[config.mk]
export PLATFORM = sky130hd
export DESIGN_NAME = fetch_sequencer
export DESIGN_NICKNAME = d
export VERILOG_FILES = /design/src/rtl/fetch_pkg.sv /design/src/rtl/fetch_word_assembler.sv /design/src/rtl/fetch_sequencer.sv
export SDC_FILE = /design/constraint.sdc
export NUM_CORES = 1
export LEC_CHECK = 0
export CELL_PAD_IN_SITES_DETAIL_PLACEMENT = 0
export CELL_PAD_IN_SITES_GLOBAL_PLACEMENT = 2
export CORE_ASPECT_RATIO = 1.2
export CORE_MARGIN = 2
export CORE_UTILIZATION = 30
export CTS_CLUSTER_DIAMETER = 30
export DETAILED_ROUTE_END_ITERATION = 8
export PLACE_DENSITY_LB_ADDON = 0.3
export REMOVE_ABC_BUFFERS = 1
export SYNTH_ARGS = -nofsm -noshare
export SYNTH_HDL_FRONTEND = slang
export SYNTH_SLANG_ARGS = --single-unit
[constraint.sdc]
create_clock -name clk -period 3.03 [get_ports clk]
set_input_delay 0.303 -clock clk [delete_from_list [all_inputs] [get_ports clk]]
set_output_delay 0.303 -clock clk [all_outputs]
set_load 0.005 [all_outputs]
[src/rtl/fetch_pkg.sv]
// fetch_pkg: shared types and constants for the instruction fetch sequencer.
package fetch_pkg;
  typedef enum logic [1:0] {IDLE, FETCH, VALID, DRAIN} state_e;
  localparam int BYTE_W = 8;
  localparam int BYTES_PER_WORD = 4;
  localparam int INSTR_W = BYTE_W * BYTES_PER_WORD;
  localparam int ALIGN_BITS = $clog2(BYTES_PER_WORD);
  localparam logic [ALIGN_BITS-1:0] OFFSET_MASK = '1;
endpackage

[src/rtl/fetch_word_assembler.sv]
// fetch_word_assembler: big-endian byte insert register; byte index 0 lands in the top byte.
module fetch_word_assembler
  import fetch_pkg::*;
(
  input  logic                  clk,
  input  logic                  rst_n,
  input  logic                  clr_i,
  input  logic                  we_i,
  input  logic [ALIGN_BITS-1:0] idx_i,
  input  logic [BYTE_W-1:0]     byte_i,
  output logic [INSTR_W-1:0]    word_o
);
  logic [INSTR_W-1:0] word_q, word_d;
  always_comb begin
    word_d = word_q;
    if (clr_i) word_d = '0;
    else
      for (int k = 0; k < BYTES_PER_WORD; k++)
        if (we_i && idx_i == ALIGN_BITS'(k)) word_d[INSTR_W-1-BYTE_W*k -: BYTE_W] = byte_i;
  end
  always_ff @(posedge clk or negedge rst_n)
    if (!rst_n) word_q <= '0;
    else word_q <= word_d;
  assign word_o = word_q;
endmodule

[src/rtl/fetch_sequencer.sv]
// fetch_sequencer: PC holder and byte-serial instruction fetch FSM with redirect/flush.
module fetch_sequencer
  import fetch_pkg::*;
#(
  parameter int ADDR_W = 32,
  parameter logic [ADDR_W-1:0] RESET_PC = '0
) (
  input  logic               clk,
  input  logic               reset_n,
  input  logic               fetch_en,
  output logic               mem_req,
  output logic [ADDR_W-1:0]  mem_addr,
  input  logic               mem_ack,
  input  logic [BYTE_W-1:0]  mem_rdata,
  output logic               instr_valid,
  input  logic               instr_ready,
  output logic [INSTR_W-1:0] instr,
  output logic [ADDR_W-1:0]  instr_pc,
  input  logic               redirect_valid,
  input  logic [ADDR_W-1:0]  redirect_pc,
  output logic               misalign_err
);
  state_e                state_q, state_d;
  logic [ADDR_W-1:0]     pc_q, pc_d, drain_addr_q, drain_addr_d, instr_pc_q, instr_pc_d;
  logic [ALIGN_BITS-1:0] cnt_q, cnt_d;
  logic                  misalign_q, asm_we, asm_clr;
  logic [ADDR_W-1:0]     byte_addr, redirect_aligned;
  assign byte_addr        = pc_q + ADDR_W'(cnt_q);
  assign redirect_aligned = {redirect_pc[ADDR_W-1:ALIGN_BITS], {ALIGN_BITS{1'b0}}};
  always_comb begin
    state_d      = state_q;
    pc_d         = pc_q;
    cnt_d        = cnt_q;
    drain_addr_d = drain_addr_q;
    instr_pc_d   = instr_pc_q;
    asm_we       = 1'b0;
    asm_clr      = redirect_valid;
    case (state_q)
      IDLE: if (fetch_en) begin
        state_d = FETCH;
        cnt_d   = '0;
      end
      FETCH: if (redirect_valid) begin
        // an un-acked byte must still complete on the bus before the new fetch
        state_d      = mem_ack ? FETCH : DRAIN;
        cnt_d        = '0;
        drain_addr_d = byte_addr;
      end else if (mem_ack) begin
        asm_we = 1'b1;
        cnt_d  = cnt_q + 1'b1;
        if (cnt_q == ALIGN_BITS'(BYTES_PER_WORD - 1)) begin
          state_d    = VALID;
          instr_pc_d = pc_q;
        end
      end
      VALID: if (redirect_valid || instr_ready) begin
        state_d = fetch_en ? FETCH : IDLE;
        cnt_d   = '0;
        pc_d    = pc_q + ADDR_W'(BYTES_PER_WORD);
      end
      DRAIN: if (mem_ack) begin
        state_d = FETCH;
        cnt_d   = '0;
      end
      default: state_d = IDLE;
    endcase
    if (redirect_valid) pc_d = redirect_aligned;
  end
  always_ff @(posedge clk or negedge reset_n)
    if (!reset_n) begin
      state_q      <= IDLE;
      pc_q         <= RESET_PC;
      cnt_q        <= '0;
      drain_addr_q <= RESET_PC;
      instr_pc_q   <= RESET_PC;
      misalign_q   <= 1'b0;
    end else begin
      state_q      <= state_d;
      pc_q         <= pc_d;
      cnt_q        <= cnt_d;
      drain_addr_q <= drain_addr_d;
      instr_pc_q   <= instr_pc_d;
      misalign_q   <= redirect_valid && |(redirect_pc[ALIGN_BITS-1:0] & OFFSET_MASK);
    end
  fetch_word_assembler u_asm (
    .clk    (clk),
    .rst_n  (reset_n),
    .clr_i  (asm_clr),
    .we_i   (asm_we),
    .idx_i  (cnt_q),
    .byte_i (mem_rdata),
    .word_o (instr)
  );
  assign mem_req      = state_q == FETCH || state_q == DRAIN;
  assign mem_addr     = state_q == DRAIN ? drain_addr_q : byte_addr;
  assign instr_valid  = state_q == VALID;
  assign instr_pc     = instr_pc_q;
  assign misalign_err = misalign_q;
endmodule

==> key figures, run 1 <==
Min path
  – Min-Delay Path Class: in2reg
  – Hold-critical path endpoint: u_asm.word_o[14]
  – HP Start: redirect_valid
  – WHS Path Cells: 3

Die
  – FP Rows: 56
  – Initial core utilization: between 30% and 40%
  – Die Height: ~160 microns
  – Die width: about 130 microns
  – Core Area: approximately 20000 sq um
  – Ports: around 150
  – Total die area: approximately 21000 sq um

Cells and area
  – Design area: ~8300 sq um
  – Fillers: roughly 1900
  – Register area: roughly 3200 sq um
  – # diodes: 0
  – Multi-input logic area: about 2600 sq um
  – Area Growth Syn to Fin: 38.18%
  – Proportion of layout cells with a drive suffix above 1: between 10 and 15%
  – Final cell count without fillers: 1041
  – Nets: between 800 and 900

Setup path
  – Setup CP Type: reg2reg
  – CP required: between 3 and 4 ns
  – WP data arrival: about 2.8 ns
  – Register-to-Register Path Depth: 6
  – Critical Path End Type: flip-flop
  – CP max FO: 18
  – CP top delay family: simple AND/OR/NAND/NOR gates
  – Worst Path Buf+Inv: 1
  – Reg-to-reg endpoint: pc_q[21]
  – Slowest-stage cell, CP: or4_1
  – CP max stage delay: 0.70 ns
  – CP Cell Sequence: inv_1 -> ha_1 -> nand4_1 -> or4_1 -> or4_1 -> a31oi_1
  – CP most frequent cell: or4_1
  – R2R Setup Slk: 0.52 ns
  – Worst reg2reg startpoint: state_q[0]
  – WP depth: 6
  – Startpoint types: flip-flop

STA
  – Final setup skew: 0.009450 ns
  – Worst-Margin Slew: between 0.7 and 0.8 ns
  – Final Hold Fails: 0
  – Fmax: 398.8 MHz
  – Total negative slack: 0 ns
  – Slew HR: about half
  – Setup WS post-layout: ~0.52 ns
  – Fin crit share: between 80% and 90%
  – Unrepaired setup endpoints after global routing: false
  – Setup violations, final: 0
  – Hold slack: 0.4353 ns
  – Final Max Slew Viols: 0
  – Tmin final: between 2 and 3 ns

Detailed routing
  – Pre-Repair DR Iteration Count: 4
  – Routed Antenna Nets: 0
  – Average routed wire per standard cell: around 16 microns
  – 1st-iter DRT viols: 240
  – Total wire length: around 17000 microns
  – DRC: 0
  – Drt via density: 4.864
  – Via total after detailed routing: between 5000 and 6000

Placement
  – Final GP Congestion: ~0.81
  – DP Cell Count: just over 1000
  – DP Worst Slack: slightly below 0.5 ns
  – PortBufs: ~140
  – Placed Area: approximately 7700 sq um
  – Post-DP HPWL: ~12000 microns

Global routing
  – Tot GR Track Use: between 15 and 20%
  – Largest net degree at the start of global routing: 76
  – First-pass GRT wire length: around 28000 microns
  – Initial antenna violation count: 0
  – Vias in the first global route: 5199
  – Gr ovfl total: 0

Yosys
  – Ys async rst share: 100.0%
  – Seq cells post-synth: between 100 and 150
  – Distinct cells, synth: 35
  – Number of flops mapped to enable cells by yosys: 0
  – Ys flop type: dfrtp_1
  – Synth Area in Compound Gates: around a tenth
  – Synthesized netlist cell count: ~630
  – Register area share after synthesis: 53.56%
  – Synth Area in Adders: about 1.9%
  – Synth Area in Simple Gates: between 10% and 20%
  – Mux cell area share after synthesis: 10.40%
  – Syn Area/Cell: approximately 9.5 sq um
  – Post-Synth XOR/XNOR Area: under 10%
  – Main combinational cell family by area after synthesis: simple AND/OR/NAND/NOR gates
  – Synthesized area: approximately 6000 sq um
  – Warnings, synthesis: 0

Clock tree
  – Worst-Skew Late Latency: between 0.4 and 0.5 ns
  – Clock Sinks: about 130
  – Clock transition at path regs: about 0.06 ns
  – Clock root buffer: clkbuf_16
  – CTS tree: yes
  – H-tree Lvls: 4
  – Total clock buffers created by CTS: 17
  – Post-CTS Setup Bufs: 0
  – Clock tree buffer depth: 2

Pwr
  – Pwr Density: just under 700 nW/um^2
  – Leakage: approximately 3.5 nW
  – Max VDD drop: about 400 uV

Run
  – Max_cap viols: 0

Run status
  – Status: complete, no violations
-- flip-flops by register name (all words and copies together), names as in the netlist --
| register | count |
|---|---|
| state_q | 2 |
| drain_addr_q | 32 |
| pc_q | 30 |
| cnt_q | 2 |
| u_asm.word_o | 32 |
| misalign_err | 1 |
| instr_pc | 30 |
-- layout by cell type (no fill, tap or decap), drive strengths merged, types with 2 or more instances in the layout --
master | netlist | layout
nand4 | 9 | 9
mux2i | 3 | 3
o21ai | 35 | 35
or3 | 8 | 8
nor4 | 3 | 3
xor2 | 3 | 3
nand2 | 194 | 194
clkinvlp | 0 | 5
and4 | 2 | 2
clkbuf | 30 | 19
a21oi | 35 | 35
and3 | 5 | 5
a31oi | 17 | 17
nand3 | 9 | 9
o31ai | 10 | 10
conb | 1 | 2
and2 | 6 | 6
buf | 10 | 14
xnor2 | 7 | 7
ha | 9 | 9
clkdlybuf4s50 | 0 | 140
clkinv | 0 | 4
inv | 10 | 11
nor2 | 24 | 24
mux2 | 53 | 53
or4 | 12 | 12
bufinv | 0 | 3
a211o | 2 | 2
dfrtp | 129 | 129
-- power by group --
| part | total, mW | internal (mW) | switching (mW) |
|---|---|---|---|
| combinational | 1.38 | 0.789 | 0.588 |
| sequential | 2.23 | 2.03 | 0.203 |
| clock | 2.12 | 1.33 | 0.785 |
| total | 5.73 | 4.15 | 1.58 |
-- layout make-up --
class	count	area share, %
Sequential cell	129	38.76
Multi-Input combinational cell	454	31.28
Timing Repair Buffer	155	18.22
Clock buffer	19	5.439
Tap cell	261	3.921
Clock inverter	13	1.923
Inverter	10	0.4507
-- layer usage --
metal,wire [microns],GRT usage (%)
met5,0,0
met1,7854,21.94
met2,8101,26.80
met4,364,7.012
met3,783,3.502
-- metrics by stage --
stage               power, mW  utilization, %
floorplan               2.934               -
global placement        3.612           39.27
detailed placement      3.662           39.27
CTS                     5.813           42.45
global route            6.050           42.45
finish                  5.729           42.45
-- Yosys cell counts, types with 4 or more instances --
cell      number  area share [%]
and2_1         6            0.62
nand4_1        9            0.93
nor2_1        24             1.5
ha_1           9             1.9
and3_1         5            0.52
clkbuf_1      30             1.9
or4_1         12             1.5
dfrtp_1      129              54
o21ai_0       35             2.9
o31ai_1       10             1.2
a31oi_1       17             1.8
nand3_1        8            0.66
or3_1          8            0.83
mux2_2        53             9.9
buf_1          4            0.25
nand2_1      194              12
xnor2_1        7             1.0
a21oi_1       35             2.9
inv_1         10            0.62
-- tightest hold or removal path, delay by kind of cell --
family / cells / cell delay (ns)
buf+inv: 2 / 0.36
compound gates: 1 / 0.14
-- worst max path at each step --
stage	endpoint	slack, ns	startpoint
CTS	pc_q[21]	0.53	state_q[0]
floorplan	state_q[0]	0.87	state_q[0]
global route	pc_q[31]	0.36	state_q[0]
global placement	pc_q[21]	0.56	instr_ready
finish	pc_q[21]	0.52	state_q[0]
detailed placement	pc_q[27]	0.50	instr_ready
-- cell families (layout without fill, tap and decap cells) --
family | after synthesis | after routing
mux | 56 | 56
buf+inv | 50 | 197
xor+xnor | 10 | 10
compound gates | 101 | 101
flops | 129 | 129
other cells | 1 | 2
simple gates | 276 | 276
fa+ha+maj | 9 | 9
-- repair_timing --
| action | in CTS | in global routing |
|---|---|---|
| hold endpoints to repair | 73 | 0 |
| hold buffers | 1 | 0 |
| resized for setup | 0 | 0 |
(Power assumes the default switching activity.)
==> run 2, diff against run 1 <==
==> constraint.sdc (replaced) <==
create_clock -name clk -period 2.4 [get_ports clk]
set_input_delay 0.24 -clock clk [delete_from_list [all_inputs] [get_ports clk]]
set_output_delay 0.24 -clock clk [all_outputs]
set_load 0.005 [all_outputs]
==> run 2 against run 1 <==
Effect of this change: sequential cell count unchanged; worst setup slack got worse by 0.46 ns; die area stayed put; largest cell class unchanged; wire length fell by 0.60%; global-route usage about the same; sequential power up 26%; sequential share of layout area down 0.73 points; critical path depth fell by 2; combinational power increased by 33%; final cell count grew 1.1%; first-iteration DRC count is 18% higher; total power grew 30%.
==> key figures, run 2 (same netlist as run 1, synthesis figures left out) <==
Setup path
  – CP required: 2.16 ns (-1.20 ns)
  – R2R Setup Slk: 0.18 ns (-0.34 ns)
  – Slowest-stage cell, CP: clkdlybuf4s50_1
  – Startpoint types: flip-flop
  – CP Cell Sequence: ha_2 -> buf_12 -> mux2_2 -> clkdlybuf4s50_1
  – CP top delay family: buffers and inverters
  – WP data arrival: 2.10 ns (-0.74 ns)
  – Worst reg2reg startpoint: state_q[0]
  – Setup CP Type: reg2out
  – Register-to-Register Path Depth: 6 (unchanged)
  – Critical Path End Type: output pin
  – Reg-to-reg endpoint: pc_q[30]
  – Worst setup startpoint: state_q[0]
  – Worst Path Buf+Inv: 2 (+1)
  – CP max stage delay: 0.47 ns (-0.23 ns)
  – CP max FO: 24 (+6)

STA
  – Setup WS post-layout: 0.05970 ns (-0.4630 ns)
  – Final Hold Fails: 0 (unchanged)
  – Slew HR: 56.51% (+5.7 points)
  – Fin crit share: a little over nine tenths
  – Worst-Margin Slew: 0.6464 ns (-0.09105 ns)
  – Hold slack: 0.2370 ns (-0.1983 ns)
  – Tmin final: around 2.3 ns
  – Setup violations, final: 0 (unchanged)
  – Fmax: roughly 430 MHz
  – Final setup skew: 0.008080 ns (-0.001371 ns)
  – Final Max Slew Viols: 0 (unchanged)

Pwr
  – Internal cell power: 5.418 mW (+30%)
  – Total power: 7.420 mW (+30%)
  – Max VDD drop: 478.5 uV (+22%)
  – P_sw: 2.002 mW (+27%)
  – Switching share of power: 26.98% (-0.53 points)
  – Comb pwr share: 24.6% (+0.6 points)
  – Clock power frac: 37.6% (+0.6 points)
  – Sequential Power Share: 37.8% (-1.2 points)
  – Leakage: 3.570 nW (+2.6%)
  – Pwr Density: 874.2 nW/um^2 (+27%)

Cells and area
  – Final cell count without fillers: 1052 (+1.1%)
  – Commonest non-fill, non-tap cell in the layout: nand2_1
  – Design area: 8488 sq um (+1.9%)
  – Proportion of layout cells with a drive suffix above 1: 14.79% (+1.3 points)
  – Area Growth Syn to Fin: 40.83%
  – Most frequent cells in the layout: nand2_1 (192), clkdlybuf4s50_1 (140), dfrtp_1 (129), mux2_2 (53)
  – # diodes: 0 (unchanged)
  – Fillers: 1904 (-2.2%)
  – Nets: 833 (+1.3%)

Clock tree
  – Clock Sinks: 129 (unchanged)
  – Clock tree buffer depth: 2 (unchanged)
  – Total clock buffers created by CTS: 17 (unchanged)
  – Clock root buffer: clkbuf_16
  – Clock transition at path regs: 0.05 ns (about the same)
  – Post-CTS Setup Bufs: 0 (unchanged)
  – H-tree Lvls: 4 (unchanged)
  – Worst-Skew Late Latency: 0.42 ns (about the same)
  – CTS tree: yes

Min path
  – Hold-critical path endpoint: state_q[1]
  – Min-Delay Path Class: in2reg
  – WHS Path Cells: 4 (+1)
  – HP Start: redirect_valid

Detailed routing
  – DRC: 0 (unchanged)
  – Routed Antenna Nets: 0 (unchanged)
  – Pre-Repair DR Iteration Count: 4 (unchanged)
  – Via total after detailed routing: 4969 (-1.9%)
  – Total wire length: 17000 microns (-0.60%)
  – 1st-iter DRT viols: 284 (+18%)
  – Drt via density: 4.723 (-2.9%)
  – Average routed wire per standard cell: 16.16 microns (-1.6%)

Die
  – Die Height: 159.3 microns (unchanged)
  – Total die area: 21240 sq um (unchanged)
  – Die width: 133.4 microns (unchanged)
  – Initial core utilization: 30.72% (unchanged)
  – FP Rows: 56 (unchanged)
  – Ports: 145 (unchanged)
  – Core Area: 19620 sq um (unchanged)

Global routing
  – Largest net degree at the start of global routing: 54 (-29%)
  – Initial antenna violation count: 0 (unchanged)
  – Gr ovfl total: 0 (unchanged)
  – Vias in the first global route: 5086 (-2.2%)
  – First-pass GRT wire length: 27840 microns (-0.17%)
  – Tot GR Track Use: 16.71% (about the same)

Placement
  – Placed Area: 7812 sq um (+1.4%)
  – DP Worst Slack: 0.08705 ns (-0.4104 ns)
  – PortBufs: 142 (unchanged)
  – Post-DP HPWL: 12090 microns (+0.84%)
  – Final GP Congestion: 0.7775 (-4.6%)
  – DP Cell Count: 1019 (+1.1%)

Run status
  – Status: complete, no violations

Run
  – Max_cap viols: 0 (unchanged)
## run 2: final cells by class
cell class,instances,area [sq um],area share [%]
flip-flops and latches,129,3228,38.03
multi-input cells,454,2614,30.79
repair buffers,166,1645,19.38
clock buffers,20,456.7,5.380
well taps,261,326.6,3.847
clock inverters,12,180.2,2.123
inverters,10,37.54,0.4422
## run 2: metrics by stage
stage | TNS [ns] | util, %
4_1_cts | 0 | 43.14
5_1_grt | -0.002003 | 43.27
3_3_place_gp | 0 | 39.82
6_report | 0 | 43.27
2_1_floorplan | 0 | -
3_5_place_dp | 0 | 39.82
## run 2: worst register-to-register path, cell delays in order (launching register included)
cell and delay (ns):
dfrtp_1 0.42, inv_1 0.11, ha_1 0.22, nand4_1 0.18
or4_1 0.61, or4_1 0.45, a31oi_1 0.16
## run 2: timing repair
item	in CTS	in global routing
hold endpoints to repair	51	0
pin swaps	0	0
hold buffers	1	0
resized for setup	1	6
setup endpoints to repair	12	28
## run 2: per-layer routing
metal / vias to the layer above / global-route usage (%) / share of wire [%]
met5: - / 0 / 0
met4: 0 / 5.803 / 0.82
met3: 10 / 3.470 / 4.4
met2: 127 / 26.83 / 48
met1: 2382 / 22.40 / 46
li1: 2450 / - / -
## run 2: worst max path at each step
stage | to | slack (ns) | cells past startpoint
3_5_place_dp | pc_q[27] | 0.09 | 5
2_1_floorplan | state_q[0] | 0.24 | 4
3_3_place_gp | pc_q[17] | 0.11 | 6
6_report | mem_addr[30] | 0.06 | 4
4_1_cts | mem_addr[26] | 0.006 | 4
5_1_grt | mem_addr[15] | -0.002 | 4
## run 2: power groups by stage
stage	combinational [mW]	sequential, mW	clock [mW]
CTS	1.84	2.81	2.87
global route	2.01	2.86	2.96
finish	1.83	2.80	2.79
detailed placement	1.82	2.85	0
floorplan	0.924	2.78	0
global placement	1.79	2.82	0
